<file path="src/rtl/adc_capture_deadlock_reporter.sv">
// Confirms a persistent adc_capture dataflow stall and reports one event record per episode.
// Optional timestamp capture is built when ADC_CAPTURE_DEADLOCK_TIMESTAMP_EN is defined.
module adc_capture_deadlock_reporter #(
    parameter int unsigned INFO_W         = 4,
    parameter int unsigned CONFIRM_CYCLES = 16,
    parameter int unsigned CNT_W          = 16,
    parameter int unsigned TS_W           = 32
) (
    input  logic              clock,
    input  logic              reset,
    input  logic              block,
    input  logic [INFO_W-1:0] axis_block_info,
    input  logic              clear,
    output logic              report_valid,
    input  logic              report_ready,
    output logic [INFO_W-1:0] report_info,
    output logic [CNT_W-1:0]  report_count,
    output logic [TS_W-1:0]   report_ts,
    output logic              deadlock,
    output logic              irq
);

    localparam int unsigned CC_W = 16;

    localparam logic [1:0] S_IDLE    = 2'd0;
    localparam logic [1:0] S_CONFIRM = 2'd1;
    localparam logic [1:0] S_REPORT  = 2'd2;
    localparam logic [1:0] S_HOLD    = 2'd3;

    logic [1:0]        r_state;
    logic [1:0]        w_state_next;
    logic [CC_W-1:0]   r_confirm_cnt;
    logic [CC_W-1:0]   w_confirm_cnt_next;
    logic              w_confirm;
    logic              w_handshake;
    logic [CNT_W-1:0]  r_episode;
    logic [CNT_W-1:0]  w_episode_next;
    logic              r_report_valid;
    logic [INFO_W-1:0] r_report_info;
    logic [CNT_W-1:0]  r_report_count;
    logic              r_deadlock;
    logic              r_irq;

    // Next-state and confirm detection
    always_comb begin
        w_state_next       = r_state;
        w_confirm_cnt_next = r_confirm_cnt;
        w_confirm          = 1'b0;
        w_handshake        = r_report_valid & report_ready;
        case (r_state)
            S_IDLE: begin
                if (block) begin
                    if (CONFIRM_CYCLES == 1) begin
                        w_confirm    = 1'b1;
                        w_state_next = S_REPORT;
                    end else begin
                        w_state_next       = S_CONFIRM;
                        w_confirm_cnt_next = CC_W'(1);
                    end
                end
            end
            S_CONFIRM: begin
                if (!block) begin
                    w_state_next       = S_IDLE;
                    w_confirm_cnt_next = '0;
                end else if (CC_W'(r_confirm_cnt + CC_W'(1)) == CC_W'(CONFIRM_CYCLES)) begin
                    w_confirm          = 1'b1;
                    w_state_next       = S_REPORT;
                    w_confirm_cnt_next = '0;
                end else begin
                    w_confirm_cnt_next = CC_W'(r_confirm_cnt + CC_W'(1));
                end
            end
            S_REPORT: begin
                if (w_handshake) begin
                    w_state_next = S_HOLD;
                end
            end
            S_HOLD: begin
                if (!block) begin
                    w_state_next = S_IDLE;
                end
            end
            default: begin
                w_state_next       = S_IDLE;
                w_confirm_cnt_next = '0;
            end
        endcase
    end

    // A clear coinciding with a confirm restarts the episode count at one
    always_comb begin
        w_episode_next = r_episode;
        if (clear) begin
            w_episode_next = CNT_W'(1);
        end else if (!(&r_episode)) begin
            w_episode_next = CNT_W'(r_episode + CNT_W'(1));
        end
    end

    always_ff @(posedge clock) begin
        if (reset) begin
            r_state        <= S_IDLE;
            r_confirm_cnt  <= '0;
            r_episode      <= '0;
            r_report_valid <= 1'b0;
            r_report_info  <= '0;
            r_report_count <= '0;
            r_deadlock     <= 1'b0;
            r_irq          <= 1'b0;
        end else begin
            r_state       <= w_state_next;
            r_confirm_cnt <= w_confirm_cnt_next;
            r_irq         <= w_confirm;
            if (w_confirm) begin
                r_report_valid <= 1'b1;
                r_report_info  <= axis_block_info;
                r_episode      <= w_episode_next;
                r_report_count <= w_episode_next;
                r_deadlock     <= 1'b1;
            end else begin
                if (w_handshake) begin
                    r_report_valid <= 1'b0;
                end
                if (clear) begin
                    r_deadlock <= 1'b0;
                    r_episode  <= '0;
                end
            end
        end
    end

`ifdef ADC_CAPTURE_DEADLOCK_TIMESTAMP_EN
    logic [TS_W-1:0] r_ts;
    logic [TS_W-1:0] r_report_ts;

    // Free-running timestamp, captured on the confirming sample
    always_ff @(posedge clock) begin
        if (reset) begin
            r_ts        <= '0;
            r_report_ts <= '0;
        end else begin
            r_ts <= TS_W'(r_ts + TS_W'(1));
            if (w_confirm) begin
                r_report_ts <= r_ts;
            end
        end
    end

    assign report_ts = r_report_ts;
`else
    assign report_ts = '0;
`endif

    assign report_valid = r_report_valid;
    assign report_info  = r_report_info;
    assign report_count = r_report_count;
    assign deadlock     = r_deadlock;
    assign irq          = r_irq;

endmodule

</file>
<file path="config.mk">
export PLATFORM = sky130hd
export DESIGN_NAME = adc_capture_deadlock_reporter
export DESIGN_NICKNAME = d
export VERILOG_FILES = /design/src/rtl/adc_capture_deadlock_reporter.sv
export SDC_FILE = /design/constraint.sdc
export NUM_CORES = 1
export LEC_CHECK = 0
export BUFFER_PORTS_ARGS = -buffer_cell sky130_fd_sc_hd__buf_2
export CAP_MARGIN = 20
export CELL_PAD_IN_SITES_DETAIL_PLACEMENT = 0
export CELL_PAD_IN_SITES_GLOBAL_PLACEMENT = 1
export CORE_ASPECT_RATIO = 1.75
export CORE_UTILIZATION = 40
export DETAILED_ROUTE_END_ITERATION = 6
export PLACE_DENSITY = 0.79
export SLEW_MARGIN = 20
export SYNTH_ARGS = -nofsm -noshare
export SYNTH_HDL_FRONTEND = slang
export SYNTH_SLANG_ARGS = --single-unit
</file>
<file path="constraint.sdc">
create_clock -name clock -period 3.7 [get_ports clock]
set_input_delay 0.185 -clock clock [delete_from_list [all_inputs] [get_ports clock]]
set_output_delay 0.185 -clock clock [all_outputs]
set_load 0.01 [all_outputs]
</file>
Yosys cells after proc, flatten, opt, wreduce, memory -nomap -nowiden. Cells that the tools add are included.

Bitwise operators: 1. $add $sub $neg: 2. Eq/ne operators: 8. Multiplexer cells: 21. Reduce and logical (&&, ||, !) cells: 7.

Operators by type and width (count): 16-bit 2-to-1 mux (7); 16-bit by 1-bit adder with 16-bit output (second input constant) (2); 16-bit case mux with 2 select lines (1); 16-bit by 5-bit equality test with 1-bit output (second input constant) (1); 16-bit AND reduction (1); 2-bit 2-to-1 mux (5); 2-bit case mux with 4 select lines (1); 1-bit 2-to-1 mux (7); 2-bit inequality test (second input constant) (3); 2-bit nonzero test (3); 2-bit equality test (second input constant) (2); 4-bit AND reduction (1); 3-bit inequality test (second input constant) (1); 2-bit by 1-bit equality test with 1-bit output (second input constant) (1); 2-bit zero test (1); 2-bit AND reduction (1); 1-bit AND (1).

Bits of input ports: 9. Word-level logic and storage cells: 47. Flip-flop bits (word level): 57.

Depth between registers and ports, before layout.
Depth after elaboration: 6. Mapped depth: 9. Depth with buffers taken out: 7.

Worst setup path after synthesis. Ideal clock, no wire load.

Path type: register -> register. From: register r_confirm_cnt[0]. To: register r_episode[11]. Library setup time: 70 ps. Path buffers: 1. Path slack: 1145 ps. Stages on the path, launching flop included: 9. Arrival: 2485 ps. Path through: dfxtp_1 ha_1 nand3_4 or4_4 a221oi_4 o2111ai_4 buf_6 or4_1 a21oi_1.

Longest elaborated chain between the ends: 6. Elaborated cells on any way between the ends: 7. Those cells by class: add/sub (1); eq/ne (1); mux (4); reduce/logical (1).

Ends and longest elaborated chain: from (decl) (line 32) `logic [CC_W-1:0] r_confirm_cnt;`; from (signal assigned) (line 113) `r_confirm_cnt <= w_confirm_cnt_next;`; 16-bit by 1-bit adder with 16-bit output * (line 66) `end else if (CC_W'(r_confirm_cnt + CC_W'(1)) == CC_W'(CONFIRM_CYCLES)) begin`; 16-bit by 5-bit equality test with 1-bit output * (line 66); 1-bit 2-to-1 mux * (line 66); 1-bit 2-to-1 mux * (line 63) `if (!block) begin`; 1-bit 2-to-1 mux * (line 50) `case (r_state)`; 16-bit 2-to-1 mux / 2-bit nonzero test (equally long branches); to (signal assigned) (line 118) `r_episode <= w_episode_next;`; to (decl) (line 36) `logic [CNT_W-1:0] r_episode;`.

Every way passes the cells marked *; elsewhere a longest branch is shown, timed or not. A chain may end at the register's enable or synchronous reset.

Final worst setup path. Same ends and word-level chain as after synthesis.

==> impl_results.md <==
- Status: finished, final reports clean
- PortBufs: 31
- Vias/cell: 5.454
- Synthesis Warnings: 0
- Setup TNS Final: 0 ns
- FP Rows: 46
- Post-synthesis mux area share: 5.240%
- RSZ-0062 raised after global routing: no
- Commonest cells after routing, fill and taps aside: dfxtp_1, nand2_1, conb_1
- Final HPWL DP: 6784 um
- Ant diodes: 0
- Final setup vio count: 0
- Slew margin rel.: 42.87%
- Hold Vio Cnt, Final: 0
- Adder-Cell Fraction of Synth Area: 0.6676%
- Most common cell after layout, fill and taps aside: dfxtp_1
- Final ANT Viol Nets: 0
- Setup CP Type: flip-flop to flip-flop
- Final wirelength: 9280 um
- CTS H-tree depth: 3
- Fmax: 337.2 MHz
- Clk buf depth: 2
- Number of distinct library cells after synthesis: 70
- Startpoint types: flip-flop
- Hold Crit Class: input pin to flip-flop
- Power per cell area: 395.9 mW/mm^2
- Simple-gate portion of the synthesized area: 29.81%
- Clock Sinks: 57
- Nets: 474
- Critical path fanouts, max: 24
- Post-route DRC: 0
- Area delta synth->final: 8.144%
- DIE WIDTH: 75.18 um
- Hold buffer count at CTS: 0
- Placed inst area: 0.003724 sq mm
- Leading area contributor after synthesis: dfxtp_1
- Leakage: 0.001441 uW
- Crit path DAT: 3.22 ns
- Fraction of final layout cells sized beyond drive strength 1: 17.09%
- Fin area: 0.004054 sq mm
- Clk slew on worst S/H paths: 0.05 ns
- Post-synth EDFFs: 0
- Antenna violations before repair: 0
- Min Tclk post-route: 2.965 ns
- Clock Skews: 0.005824 ns
- Worst Hold Path EP: report_info[1]
- Largest net degree at the start of global routing: 48
- Crit path capture type: flip-flop
- Routability cong.: 0.8254
- I/O pins: 64
- Hold Path Cell Cnt: 3
- Avg WL per Cell: 15.78 um
- Worst IR Drop VDD: 0.2897 mV
- Starting density of the core: 41.22%
- Chip Height: 130.1 um
- Max-slew violation count: 0
- Post-synth top flop: dfxtp_1
- Netlist Area Pre-Place: 0.003749 sq mm
- Core area: 0.009094 sq mm
- Synth Area in Compound Gates: 17.39%
- Post-Synthesis Cells: 453
- Seq/Total Area, Yosys: 30.44%
- Clk_lat worst skew: 0.34 ns
- Avg Cell Area, Syn: 8.275 sq um
- Tcrit/Tclk final: 80.14%
- Vias in the first global route: 3012
- HP Start: axis_block_info[1]
- Drt pass-1 iters: 5
- Die Area: 0.009778 sq mm
- Via count: 3207
- # Max-Cap Violations: 0
- RR Startpoint: r_confirm_cnt[0]
- PostCTS Resize Cnt: 0
- # Post-CTS Setup Buffers: 0
- CTS root buf: clkbuf_16
- Iter 0 DRT Violations: 207
- TritonCTS clock tree: done
- Async SR Flop Fraction: 0%
- Gr usage total: 20.37%
- Num CTS Buffers: 9
- Required time of the critical path: 3.96 ns
- Synth Register Bits: 57
- Largest family of logic cells by synthesized area: simple AND/OR/NAND/NOR gates
- Worst Max-Slew Pin Slew: 0.8491 ns
- Dominant cells by area after synthesis: dfxtp_1, buf_4, nand2b_1, mux2i_1, nand2_1
- Post-synth top area share: 30.44%
- Grt total ovfl: 0
- Post-Synth XOR/XNOR Area: 2.804%
- FF-to-FF setup slack: 0.73 ns
- FF-to-FF End: r_episode[11]
- WHS: 0.1092 ns
- First-pass GRT wire length: 14990 um
- Reg2Reg Depth: 7
sequential cells by signal (all words and copies together) (netlist names), named ones only:
register,cells
r_episode,16
report_info,4
r_confirm_cnt,16
deadlock,1
report_count,16
r_state,1
report_valid,1
irq,1
worst max-delay path by stage:
stage / startpoint / end / cells past startpoint
floorplan: r_confirm_cnt[0] / r_episode[11] / 8
CTS: r_confirm_cnt[0] / r_confirm_cnt[4] / 7
global route: r_confirm_cnt[0] / r_confirm_cnt[4] / 7
global placement: r_confirm_cnt[0] / r_confirm_cnt[4] / 7
detailed placement: r_confirm_cnt[0] / r_episode[11] / 7
finish: r_confirm_cnt[0] / r_episode[11] / 7
report_power, final:
| part | leakage (uW) | internal, uW | switching [uW] |
|---|---|---|---|
| logic | 0.000820 | 16.9 | 49.2 |
| clock network | 0.000162 | 623 | 295 |
| registers | 0.000459 | 617 | 3.68 |
through the flow:
| step | power [uW] | instances | utilization (%) | setup WS, ns |
|---|---|---|---|---|
| 3_5_place_dp | 698.9 | 572 | 40.95 | 0.7612 |
| 3_3_place_gp | 697.8 | 572 | 40.95 | 0.8316 |
| 5_1_grt | 1653 | 588 | 44.58 | 0.4833 |
| 4_1_cts | 1621 | 588 | 44.58 | 0.7299 |
| 6_report | 1605 | 588 | 44.58 | 0.7348 |
| 2_1_floorplan | 705.8 | 484 | - | 1.145 |
critical path, stage by stage (launching register included):
cell,delay [ns]
dfxtp_1,0.42
ha_1,0.29
nand3_4,0.14
or4_4,0.57
a221oi_4,0.30
o2111ai_4,0.39
or4_1,0.60
a21oi_1,0.17
layout make-up:
type | instances | area (sq um)
Inverter | 6 | 23.77
Multi-Input combinational cell | 353 | 2216
Tap cell | 120 | 150.1
Sequential cell | 57 | 1141
Clock buffer | 11 | 252.7
Fill cell | 995 | 5040
Clock inverter | 5 | 77.57
Timing Repair Buffer | 36 | 192.7
cell families after synthesis:
family	Yosys count
other	1
AOI/OAI and AO/OA	92
xor gates and xnor gates	12
DFF	57
muxes	19
buffers and inverters	74
adders and majority gates	2
and+or+nand+nor	196
metal layers:
layer	routed length (um)	track usage, %	vias to the layer above
li1	-	-	1596
met1	3509	21.33	1504
met2	5069	36.78	82
met3	295	3.398	25
met4	405	12.42	0
met5	0	0	-
cell usage after synthesis (all sizes together), types with 2 or more instances:
library cell and n:
dfxtp 57, buf 44, nand2 38, nor2 27, o21ai 26, nand2b 25
a21oi 23, clkbuf 23, nand4 18, mux2i 14, nand3 14, nor4 12
nor3 11, o31ai 11, and3 9, or4 8, xnor2 8, nand3b 6
or2 6, inv 5, mux2 5, nor2b 5, o2111ai 5, o41ai 5
or3 5, o211ai 4, xor2 4, a31oi 3, and2 3, a21o 2
a221oi 2, a41oi 2, and4 2, ha 2, nor3b 2, o21a 2
Note: power is estimated with default switching activity, not from simulation.
